$ cat config.mk
export PLATFORM = sky130hd
export DESIGN_NAME = hazard_ctrl
export DESIGN_NICKNAME = d
export VERILOG_FILES = /design/src/rtl/hazard_ctrl.sv
export SDC_FILE = /design/constraint.sdc
export NUM_CORES = 1
export LEC_CHECK = 0
export ABC_AREA = 1
export CORE_ASPECT_RATIO = 1.25
export CORE_MARGIN = 2
export CORE_UTILIZATION = 27
export CTS_BUF_LIST = sky130_fd_sc_hd__clkbuf_16
export DETAILED_ROUTE_END_ITERATION = 10
export REMOVE_ABC_BUFFERS = 1
export SYNTH_ARGS = -nofsm -noshare
export SYNTH_HDL_FRONTEND = slang
export SYNTH_SLANG_ARGS = --single-unit
$ cat constraint.sdc
create_clock -name clk -period 3.8 [get_ports clk]
set_input_delay 0.76 -clock clk [delete_from_list [all_inputs] [get_ports clk]]
set_output_delay 0.76 -clock clk [all_outputs]
set_load 0.02 [all_outputs]
$ cat src/rtl/hazard_ctrl.sv
// Pipeline sequencing controller: per-register countdown scoreboard for RAW stalls
// plus fetch freeze/flush around control transfers. Define FWD_EN for forwarding latencies.
module hazard_ctrl #(
  parameter int NREG    = 8,
  parameter int WB_DIST = 3,
  parameter int CNT_W   = 16
) (
  input  logic             clk,
  input  logic             rst,
  input  logic             id_valid,
  input  logic [3:0]       id_opcode,
  input  logic [2:0]       id_src1,
  input  logic [2:0]       id_src2,
  input  logic [2:0]       id_dest,
  input  logic [2:0]       id_wb,
  input  logic [1:0]       id_mem,
  input  logic             ex_br_resolved,
  input  logic             ex_br_taken,
  output logic             issue,
  output logic             stall_fe,
  output logic             flush_fe,
  output logic             bubble_ex,
  output logic [NREG-1:0]  busy_mask,
  output logic [CNT_W-1:0] stall_cycles
);

  typedef enum logic [0:0] {
    ST_RUN     = 1'b0,
    ST_BR_WAIT = 1'b1
  } state_e;

  state_e           state_q, state_d;
  logic [1:0]       cnt_q [NREG];
  logic [1:0]       cnt_d [NREG];
  logic [NREG-1:0]  busy_mask_q, busy_mask_d;
  logic [CNT_W-1:0] stall_cycles_q, stall_cycles_d;

  logic uses_src1, uses_src2, is_ctrl;
  logic src1_busy, src2_busy, hazard;
  logic [1:0] wr_lat;

  // Only the write-enable bit of the WB code matters to the scoreboard.
  logic unused_ok;
  assign unused_ok = ^{id_wb[1:0], id_mem};

  // NOTE: combinational blocks assign every output a default first so no path
  // leaves a signal unassigned, which would otherwise infer a latch.
  always_comb begin
    uses_src1 = 1'b0;
    uses_src2 = 1'b0;
    is_ctrl   = 1'b0;
    unique case (id_opcode)
      4'b0001, 4'b0010, 4'b0101: begin
        uses_src1 = 1'b1;
        uses_src2 = 1'b1;
      end
      4'b1000: begin
        uses_src1 = 1'b1;
        uses_src2 = 1'b1;
        is_ctrl   = 1'b1;
      end
      4'b0000, 4'b0100: uses_src1 = 1'b1;
      4'b1011: begin
        uses_src1 = 1'b1;
        is_ctrl   = 1'b1;
      end
      4'b1010: begin
        uses_src2 = 1'b1;
        is_ctrl   = 1'b1;
      end
      4'b1001: is_ctrl = 1'b1;
      default: ;
    endcase
  end

  assign src1_busy = (cnt_q[id_src1] != 2'd0);
  assign src2_busy = (cnt_q[id_src2] != 2'd0);
  assign hazard    = id_valid & ((uses_src1 & src1_busy) | (uses_src2 & src2_busy));

`ifdef FWD_EN
  // EX/MEM forwarding covers ALU results; only a load's data arrives one cycle late.
  assign wr_lat = (id_mem == 2'b01) ? 2'd1 : 2'd0;
`else
  assign wr_lat = 2'(WB_DIST);
`endif

  always_comb begin
    issue     = 1'b0;
    stall_fe  = 1'b0;
    flush_fe  = 1'b0;
    bubble_ex = 1'b1;
    state_d   = state_q;
    if (!rst) begin
      unique case (state_q)
        ST_RUN: begin
          if (hazard) begin
            stall_fe = 1'b1;
          end else if (id_valid) begin
            issue     = 1'b1;
            bubble_ex = 1'b0;
            if (is_ctrl) state_d = ST_BR_WAIT;
          end
        end
        ST_BR_WAIT: begin
          stall_fe = 1'b1;
          if (ex_br_resolved) begin
            state_d = ST_RUN;
            // A not-taken resolution keeps stall_fe high so the fall-through stays in IF/ID.
            if (ex_br_taken) begin
              flush_fe = 1'b1;
              stall_fe = 1'b0;
            end
          end
        end
        default: state_d = ST_RUN;
      endcase
    end
  end

  always_comb begin
    for (int r = 0; r < NREG; r++) begin
      cnt_d[r] = (cnt_q[r] != 2'd0) ? cnt_q[r] - 2'd1 : 2'd0;
    end
    // The issue-time load overrides this cycle's decrement of the same entry.
    if (issue && id_wb[2]) cnt_d[id_dest] = wr_lat;
    for (int r = 0; r < NREG; r++) begin
      busy_mask_d[r] = (cnt_d[r] != 2'd0);
    end
  end

  always_comb begin
    stall_cycles_d = stall_cycles_q;
    if (state_q == ST_RUN && hazard && stall_cycles_q != '1) begin
      stall_cycles_d = stall_cycles_q + CNT_W'(1);
    end
  end

  // NOTE: sequential state uses non-blocking assignments so every flop samples
  // the pre-edge values regardless of statement order.
  always_ff @(posedge clk) begin
    if (rst) begin
      state_q        <= ST_RUN;
      busy_mask_q    <= '0;
      stall_cycles_q <= '0;
      // NOTE: the scoreboard array is reset explicitly; a stale count after reset
      // would stall the first instructions on phantom writes.
      for (int r = 0; r < NREG; r++) cnt_q[r] <= 2'd0;
    end else begin
      state_q        <= state_d;
      busy_mask_q    <= busy_mask_d;
      stall_cycles_q <= stall_cycles_d;
      for (int r = 0; r < NREG; r++) cnt_q[r] <= cnt_d[r];
    end
  end

  assign busy_mask    = busy_mask_q;
  assign stall_cycles = stall_cycles_q;

endmodule

# Word-level counts from Yosys, hierarchy flattened
# Memory sizes are Yosys's and may differ from the RTL's.
# Index checks and enable logic that the tools add are counted.
# W data, S select, Z words.
# op_classes
eq_ne	9
n_mux	47
addsub	9
magnitude_cmp	2
shifts	0
div_mod_pow	0
reduce_logical	26
mul	0
bitwise	15
# op_table
cell	n
$reduce_bool A2 Y1	18
$mux W2	17
$mux W1	26
$add A16 B1 Y16 const B	1
$eq A4 B4 Y1 const B	4
$mux W16	1
$ne A16 B16 Y1 const B	1
$or A16 B16 Y16	1
$sub A2 B1 Y2 const B	8
$or A1 B1 Y1	9
$eq A4 B3 Y1 const B	2
$reduce_or A7 Y1	1
$demux W2 S3	1
$reduce_or A5 Y1	1
$eq A4 B1 Y1 const B	1
$eq A4 B2 Y1 const B	1
$ge A4 B4 Y1 const B	1
$logic_and A1 B1 Y1	4
$logic_not A4 Y1	1
$lt A4 B1 Y1 const B	1
$not A3 Y4	1
$pmux W1 S2	2
$reduce_or A4 Y1	1
$and A1 B1 Y1	3
$not A1 Y1	1
# word_totals
output_inout_bits	28
register_bits	25
elab_cells	112
in_bits	23
mem_bits_ro	0
mem_bits_rw	16
memories	1
latch_bits	0
# mem_list
memory	depth	width	rd	rd_clocked_by_memory_dff	wr	line	text
cnt_q	8	2	10	0	8	33	logic [1:0] cnt_q [NREG];

# Depth between registers and ports, before layout
# Gate-level depths: netlist of the first run.
# logic_depth
word_depth	12
ltp_mapped	11
depth_no_buf	11

# Worst setup path after synthesis of the first run
# Ideal clock, no wire load.
# synth_timing
path_type	in2out
startpoint	input id_src2[0]
endpoint	output bubble_ex
slack_ps	1226
cell_stages	8
required_ps	3040
n_path_buf	0
t_arrival_ps	1814
cell_sequence	inv_1 nand3_1 nand3_1 nand3b_1 nand3_1 nand2_2 nor2_2 inv_1
# synth_between
elab_chain_len	8
# synth_rtl
item	line	text
from (decl)	13	input logic [2:0] id_src2,
$mem_v2 Z8 W2	--	
$reduce_bool A2 Y1	77	assign src2_busy = (cnt_q[id_src2] != 2'd0);
$and A1 B1 Y1	78	assign hazard = id_valid & ((uses_src1 & src1_busy) | (uses_src2 & src2_busy));
$or A1 B1 Y1	78	
$and A1 B1 Y1	78	
$mux W1	96	if (hazard) begin
$mux W1	94	unique case (state_q)
$mux W1	93	if (!rst) begin
to (decl)	22	output logic bubble_ex,
# Every way passes these cells.

# Worst setup path after layout of the first run
# layout_timing
startpoint	input id_opcode[3]
endpoint	output stall_fe
# layout_between
elab_chain_len	9
word_cells_on_any_way	19
classes_between	eq/ne: 7; mux: 5; bitwise: 4; reduce/logical: 3
# layout_rtl
item	line	text
from (decl)	11	input logic [3:0] id_opcode,
$eq A4 B4 Y1 (tied with other cells)	52	unique case (id_opcode)
$reduce_or A7 Y1 (no source line) or $reduce_or A5 Y1 (tied branches)	--	
$mux W1	52	
$and A1 B1 Y1	78	
$or A1 B1 Y1 *	78	
$and A1 B1 Y1 *	78	
$mux W1 *	96	
$pmux W1 S2 *	94	
$mux W1 *	93	
to (decl)	20	output logic stall_fe,
# Mark *: on every way between the ends. The rest lies on a longest branch, timed or not.

==> flow_summary.yaml, run 1 <==
timing:
  slew_viol_final: 0
  setup_viol: 0
  tightest_slew_ps: 416.0
  fin_crit_ps: 3510
  skew_ps: 4.595
  relSlewSlack: 0.7205
  fmax_mhz: 284.9
  rsz0062_at_grt: "false"
  finalHoldViolations: 0
  fin_setup_tns_ps: 0
  timing.final.crit_share: 0.9238
power:
  p_per_area_nw_per_um2: 344.6
  power_uw: 1007
  vdd_ir_drop_max_uv: 168.2
  power_leakage_uw: 0.001310
place:
  port_buffers: 46
  place_hpwl_mm: 3.988
  place.gp.congestion: 0.9113
synthesis:
  synthMostInstantiatedCell: "nand2_1"
  synthSimpleGateAreaFrac: 0.4028
  synthFlopType: "dfxtp_1"
  synthArstFlopShare: 0
  synth_compound_area_frac: 0.05625
  ys_seq_area_frac: 0.3727
  synth_area_um2: 2202
  synth.distinct_cells: 31
  syn-instance-count: 331
  yosys.area_share.xor_xnor: 0.05568
  yosys_warnings: 0
  synth_top_area_frac: 0.3727
  synthMuxAreaShare: 0
  synth-seq-cells: 41
  synth_area_leaders: "dfxtp_1 (37%), nand2_1 (20%), inv_1 (8.4%)"
  synth_top_family_by_area: "simple AND/OR/NAND/NOR gates"
  synth_edf_count: 0
  synth_area_leader_cell: "dfxtp_1"
  synth_fa_ha_area_frac: 0.005682
  syn_avg_cell_area_um2: 6.653
  ys_top_cells_by_count: "nand2_1 (117), inv_1 (49), dfxtp_1 (41)"
final_layout:
  final_nets: 404
  fillers: 868
  drive_above_1_share: 0.06037
  regArea_um2: 820.8
  area_delta_synth_final_pct: 32.73
  multiInputGateArea_um2: 1146
  antenna_cells: 0
critical_path:
  crit_type: "in2out"
  timing.rr.start: "stall_cycles[0]"
  reg2regPathDepth: 9
  critPathSlowestCell: "clkdlybuf4s50_1"
  cp_cell_sequence: "clkdlybuf4s50_1 > inv_1 > or2_0 > o21ai_1 > nand3_1 > nand2_2 > nand2_1 > a21oi_1 > clkdlybuf4s50_1"
  critPathLaunchType: "input pin"
  worstSetupStartpoint: "id_opcode[3]"
  reg2reg_to: "stall_cycles[4]"
  crit_fanout: 4
  cp_common_cell: "clkdlybuf4s50_1"
  max_stage_delay_ps: 620
  required_ps: 3040
  ff2ff_setup_slack_ps: 1930
  arrival_ps: 2750
  endpoint: "stall_fe"
  end_kind: "primary output"
global_routing:
  grt_pass1_vias: 2118
  grt_pass1_wl_mm: 9.328
  antenna_found_initial: 0
  grt_remaining_overflow: 0
  track_usage: 0.1282
  grt_max_degree: 18
run:
  maxCapViolations: 0
route:
  ant_nets: 0
  drcViolationCount: 0
  via_per_inst: 4.475
  num_vias: 2130
  drt_pre_antenna_iters: 4
  wire_per_inst_um: 11.22
  drt_iter0_markers: 90
  routed_wl_mm: 5.341
clocking:
  root_buffer: "clkbuf_16"
  ctsHtreeMaxLevel: 2
  cts_buffer_depth: 2
  clock_latency_ps: 280
  cts_tree: "done"
  clkTransAtPathRegs_ps: 60
  cts_hold_buf: 0
  cts_setup_buffers: 0
  cts_resized: 0
  cts_buffers: 5
  clkSinkCount: 41
die:
  initial_utilization: 0.2810
  die-width_um: 84.78
  fp-row-count: 36
  die-area_um2: 8899
  fp.dieH_um: 105.0
  ios: 51
  core_um2: 7838
outcome:
  status: "complete, no violations"
worst_hold_path:
  hp-class: "reg2reg"
[layout make-up]
cell class	count	share of cell area
multi-input cells	233	0.3921
flip-flops and latches	41	0.2808
repair buffers	49	0.1652
inverters	50	0.06421
clock buffers	5	0.04281
well taps	95	0.04067
clock inverters	3	0.01413
[per-layer routing]
layer  GRT usage  vias to the layer above  part of all wire  wire, um
li1            -                     1122                 -         -
met1      0.1502                      959              0.46      2431
met2      0.2193                       41              0.49      2599
met3     0.03318                        8             0.041       217
met4     0.05329                        0             0.017        93
met5           0                        -                 0         0
[worst min path at each step]
stage,from,to,slack [ps],cells past startpoint
2_1_floorplan,cnt_q[2][0],cnt_q[2][1],520,4
3_3_place_gp,stall_cycles[9],stall_cycles[9],500,2
3_5_place_dp,stall_cycles[9],stall_cycles[9],500,2
4_1_cts,stall_cycles[9],stall_cycles[9],510,2
5_1_grt,stall_cycles[8],stall_cycles[8],550,2
6_report,stall_cycles[9],stall_cycles[9],510,2
[report_power, final]
group          internal (uW)  total, uW  switching, uW
Clock                    307        477            170
Combinational           40.9       93.7           52.8
Sequential               433        436           2.85
[state kept, by name (all words and copies together), names as in the netlist]
register      flops
stall_cycles     16
state_q           1
busy_mask         8
cnt_q            16
[logic make-up after synthesis]
logic type                 after synthesis
AOI/OAI and AO/OA                       21
and+or+nand+nor                        197
buffers and inverters                   57
DFF                                     41
xor gates and xnor gates                14
adders and majority gates                1
[worst max-delay path: cells and delay by family]
kind,cells,cell delay (ps)
buffers and inverters,3,1150
and+or+nand+nor,4,530
AOI/OAI and AO/OA,2,300
[stage by stage]
| step | hold WS (ps) | worst slack (ps) | util | cells | cell area [um2] |
|---|---|---|---|---|---|
| after global routing | 551.9 | 142.6 | 0.3729 | 476 | 2923 |
| final | 505.8 | 289.6 | 0.3729 | 476 | 2923 |
| after floorplan | 515.8 | 1226 | - | 324 | 2155 |
| after detailed placement | 502.4 | 281.1 | 0.3517 | 468 | 2756 |
| after CTS | 513.8 | 274.3 | 0.3729 | 476 | 2923 |
| after global placement | 496.2 | 288.6 | 0.3517 | 468 | 2756 |
[layout by cell type, fill, tap and decap left out, types with 2 or more instances in the layout]
| master | n |
|---|---|
| buf_4 | 3 |
| clkbuf_16 | 5 |
| o21ai_0 | 3 |
| xor2_1 | 11 |
| nand3b_1 | 3 |
| nand3_1 | 34 |
| a21oi_1 | 12 |
| clkinv_1 | 2 |
| dfxtp_1 | 41 |
| nand2_1 | 117 |
| xnor2_1 | 3 |
| nand4_1 | 2 |
| a21oi_2 | 4 |
| nor3_1 | 6 |
| inv_1 | 49 |
| nor2_1 | 25 |
| nor2_4 | 2 |
| clkdlybuf4s50_1 | 46 |
(Power assumes the default switching activity.)
==> run 2: changes to the inputs <==
- CORE_ASPECT_RATIO: 1.25 -> 0.75
==> run 2 against run 1 <==
Die area hardly changed; register-to-register slack got worse by 100 ps; flip-flop and latch count stayed put; design area grew 0.60%; wire length decreased by 0.22%; core utilization fell by 0.16 points; sequential power hardly changed; first-iteration DRC count is 1.1% lower; global-route usage barely moved; via count shrank 1.3%; critical path type unchanged; largest power group unchanged; highest routed layer unchanged.
==> flow_summary.yaml, run 2 (synthesized netlist as in run 1, its figures left out) <==
timing:
  tightest_slew_ps: 383.3
  fin_crit_ps: 3508
  fin_setup_tns_ps: 0
  slew_viol_final: 0
  timing.final.crit_share: 0.9230
  setup_viol: 0
  finalHoldViolations: 0
  fmax_mhz: 285.1
  rsz0062_at_grt: "false"
  skew_ps: 4.069
  relSlewSlack: 0.7425
critical_path:
  reg2reg_to: "stall_cycles[5]"
  critPathLaunchType: "input pin"
  worstSetupStartpoint: "id_src2[0]"
  endpoint: "issue"
  end_kind: "primary output"
  timing.rr.start: "stall_cycles[0]"
  arrival_ps: 2750
  required_ps: 3040
  crit_type: "in2out"
  ff2ff_setup_slack_ps: 1830
  reg2regPathDepth: 10
  crit_fanout: 5
route:
  drt_pre_antenna_iters: 4
  num_vias: 2103
  wire_per_inst_um: 10.97
  via_per_inst: 4.327
  routed_wl_mm: 5.329
  ant_nets: 0
  drt_iter0_markers: 89
  drcViolationCount: 0
place:
  port_buffers: 46
  place_hpwl_mm: 4.144
  place.gp.congestion: 0.8542
final_layout:
  utilization: 0.3714
  layout_common_cells: "nand2_1 (117), inv_1 (49), clkdlybuf4s50_1 (46)"
  regArea_um2: 820.8
  fillers: 849
  area_delta_synth_final_pct: 33.52
  multiInputGateArea_um2: 1146
  drive_above_1_share: 0.06299
  final_nets: 404
  layout_commonest_cell: "nand2_1"
  antenna_cells: 0
run:
  maxCapViolations: 0
die:
  core_um2: 7918
  fp.dieH_um: 82.21
  initial_utilization: 0.2781
  fp-row-count: 28
  die-area_um2: 8902
  die-width_um: 108.3
  ios: 51
global_routing:
  grt_pass1_wl_mm: 8.963
  antenna_found_initial: 0
  grt_pass1_vias: 1880
  grt_max_degree: 18
  grt_remaining_overflow: 0
  track_usage: 0.1282
clocking:
  ctsHtreeMaxLevel: 2
  cts_buffer_depth: 2
  clock_latency_ps: 280
  cts_hold_buf: 0
  cts_setup_buffers: 0
  root_buffer: "clkbuf_16"
  clkTransAtPathRegs_ps: 60
  cts_tree: "done"
  cts_resized: 0
  cts_buffers: 5
  clkSinkCount: 41
worst_hold_path:
  hp-class: "reg2reg"
  holdPathStages: 2
power:
  swShare: 0.2252
  pwr-share-clk: 0.477
  power_switching_uw: 228.2
  vdd_ir_drop_max_uv: 157.3
  power_frac_comb: 0.092
  power.internal_uw: 785.0
  p_seq_frac: 0.431
  power_uw: 1013
  p_per_area_nw_per_um2: 344.6
  power_leakage_uw: 0.001313
outcome:
  status: "complete, no violations"
[run 2: cell counts in the layout (fill, tap and decap cells not counted)]
No cell type changed its count.
[run 2: power by group through the flow]
stage / clock network [uW] / registers, uW / logic [uW]
2_1_floorplan: 0 / 448 / 42.3
3_3_place_gp: 0 / 446 / 93.3
3_5_place_dp: 0 / 446 / 94.3
4_1_cts: 500 / 436 / 94.8
5_1_grt: 524 / 436 / 105
6_report: 483 / 436 / 93.7
[run 2: worst min-delay path by stage]
stage                                 from          endpoint  slack (ps)
after floorplan                cnt_q[2][0]       cnt_q[2][1]         520
after global placement     stall_cycles[8]   stall_cycles[8]         490
after detailed placement   stall_cycles[9]   stall_cycles[9]         500
after CTS                  stall_cycles[9]   stall_cycles[9]         510
after global routing       stall_cycles[9]   stall_cycles[9]         520
final                     stall_cycles[13]  stall_cycles[13]         510
[run 2: final cells by class]
type | instances | area share
Sequential cell | 41 | 0.2791
Tap cell | 105 | 0.04468
Multi-Input combinational cell | 233 | 0.3898
Clock buffer | 5 | 0.04255
Timing Repair Buffer | 49 | 0.1643
Clock inverter | 3 | 0.01574
Inverter | 50 | 0.06383
[run 2: routing by layer]
| metal | track usage | vias to the layer above | wire, um |
|---|---|---|---|
| met5 | 0 | - | 0 |
| met4 | 0.03462 | 0 | 44 |
| met3 | 0.03140 | 5 | 261 |
| met2 | 0.1950 | 41 | 2298 |
| met1 | 0.1812 | 931 | 2726 |
| li1 | - | 1126 | - |
[run 2: per-stage QoR]
| step | worst slack [ps] | area (um2) | hold WS [ps] | cells |
|---|---|---|---|---|
| floorplan | 1226 | 2155 | 515.8 | 324 |
| global placement | 301.4 | 2769 | 494.2 | 478 |
| detailed placement | 300.8 | 2769 | 503.4 | 478 |
| CTS | 288.8 | 2940 | 512.3 | 486 |
| global route | 122.2 | 2940 | 522.2 | 486 |
| finish | 292.5 | 2940 | 512.0 | 486 |
[run 2: worst max-delay path, cell delays in order]
cell and delay, ps:
clkdlybuf4s50_1 490, inv_1 150, nand3_1 100, nand3_1 80, nand3b_1 80, nand3_1 90, nand2_2 110, nor2_2 230
clkdlybuf4s50_1 660
==> run 3: changes to the inputs <==
- CELL_PAD_IN_SITES_DETAIL_PLACEMENT: default -> 1
- CELL_PAD_IN_SITES_GLOBAL_PLACEMENT: default -> 1
- PLACE_DENSITY_LB_ADDON: default -> 0.1
==> run 3 against run 2 <==
Final cell count did not move; setup slack got worse by 16 ps; combinational power rose by 2.6%; non-clock buffer count did not move; core utilization rose by 0.28 points; critical endpoint unchanged; largest cell class unchanged.
==> flow_summary.yaml, run 3 (synthesized netlist as in run 1, its figures left out) <==
power:
  power_switching_uw: 242.0
  power_uw: 1095
  pwr-share-clk: 0.514
  p_per_area_nw_per_um2: 369.6
  swShare: 0.2210
  power.internal_uw: 853.2
  power_leakage_uw: 0.001327
  p_seq_frac: 0.398
  vdd_ir_drop_max_uv: 194.1
  power_frac_comb: 0.088
timing:
  slew_viol_final: 0
  relSlewSlack: 0.7236
  finalWorstSetupSlack_ps: 276.7
  fin_crit_ps: 3523
  tightest_slew_ps: 411.4
  setup_viol: 0
  fin_setup_tns_ps: 0
  fmax_mhz: 283.8
  skew_ps: 3.492
  finalHoldViolations: 0
  timing.final.crit_share: 0.9272
  rsz0062_at_grt: "false"
worst_hold_path:
  min_to: "stall_cycles[13]"
  holdPathStages: 2
  hp-class: "reg2reg"
  hp-start: "stall_cycles[13]"
critical_path:
  crit_fanout: 5
  timing.rr.start: "stall_cycles[0]"
  reg2regPathDepth: 9
  crit_type: "in2out"
  reg2reg_to: "stall_cycles[10]"
  ff2ff_setup_slack_ps: 1830
  required_ps: 3040
  end_kind: "primary output"
  critPathLaunchType: "input pin"
  arrival_ps: 2760
die:
  ios: 51
  initial_utilization: 0.2781
  die-width_um: 108.3
  fp.dieH_um: 82.21
  die-area_um2: 8902
  core_um2: 7918
  fp-row-count: 28
clocking:
  clock_latency_ps: 280
  clkTransAtPathRegs_ps: 60
  root_buffer: "clkbuf_16"
  clkSinkCount: 41
  cts_tree: "done"
  cts_buffer_depth: 2
  cts_setup_buffers: 0
  cts_resized: 0
  ctsHtreeMaxLevel: 2
  cts_buffers: 5
  cts_hold_buf: 0
final_layout:
  final_nets: 404
  area_delta_synth_final_pct: 34.55
  final_cells: 486
  utilization: 0.3742
  drive_above_1_share: 0.06299
  antenna_cells: 0
  layout_commonest_cell: "nand2_1"
  layout_common_cells: "nand2_1 (117), inv_1 (49), clkdlybuf4s50_1 (46)"
place:
  post-place-ws_ps: 249.7
  port_buffers: 46
  placed_cells: 478
  place.gp.congestion: 0.7898
  place_hpwl_mm: 4.674
route:
  ant_nets: 0
  drt_iter0_markers: 86
  drt_pre_antenna_iters: 4
  wire_per_inst_um: 12.60
  routed_wl_mm: 6.125
  num_vias: 2086
  via_per_inst: 4.292
  drcViolationCount: 0
global_routing:
  antenna_found_initial: 0
  track_usage: 0.1481
  grt_max_degree: 18
  grt_pass1_vias: 2098
  grt_remaining_overflow: 0
  grt_pass1_wl_mm: 10.08
run:
  maxCapViolations: 0
outcome:
  status: "complete, no violations"
run 3: cell types whose count changed in the layout (fill, tap and decap cells not counted):
cell,before,now
bufinv_16,1,2
clkinv_4,1,0
clkinvlp_4,1,0
inv_6,0,1
run 3: worst max-delay path by stage:
| stage | cells after the start | to | start | slack (ps) |
|---|---|---|---|---|
| after floorplan | 8 | bubble_ex | id_src2[0] | 1230 |
| after global placement | 9 | issue | id_src2[0] | 250 |
| after detailed placement | 9 | issue | id_src2[0] | 250 |
| after CTS | 9 | issue | id_src2[0] | 240 |
| after global routing | 10 | stall_fe | id_src2[0] | 70 |
| final | 9 | issue | id_src2[0] | 280 |
run 3: final cells by class:
cell class,instances,area (um2)
Clock buffer,5,125.1
Clock inverter,3,68.82
Fill cell,1005,4955
Inverter,50,187.7
Multi-Input combinational cell,233,1146
Sequential cell,41,820.8
Tap cell,105,131.4
Timing Repair Buffer,49,483.0
run 3: power by group through the flow:
stage	clock, uW	combinational, uW	sequential (uW)
after floorplan	0	42.3	448
after global placement	0	97.0	446
after detailed placement	0	97.4	446
after CTS	580	98.1	436
after global routing	603	108	436
final	563	96.1	436
run 3: worst max-delay path: stages:
cell             delay (ps)
clkdlybuf4s50_1         480
inv_1                   160
nand3_1                 100
nand3_1                  90
nand3b_1                 80
nand3_1                  90
nand2_2                 110
nor2_2                  230
clkdlybuf4s50_1         660
run 3: per-layer routing:
metal  vias to the layer above  wire [um]  global-route usage
met1                       927       3467              0.2155
met4                         0         57             0.04231
met2                        34       2361              0.2189
met5                         -          0                   0
li1                       1120          -                   -
met3                         5        238             0.03218
run 3: stage by stage:
stage | hold slack [ps] | cell area [um2]
final | 507.2 | 2963
after global routing | 539.6 | 2963
after CTS | 516.0 | 2963
after detailed placement | 501.4 | 2769
after global placement | 494.4 | 2769
after floorplan | 515.8 | 2155
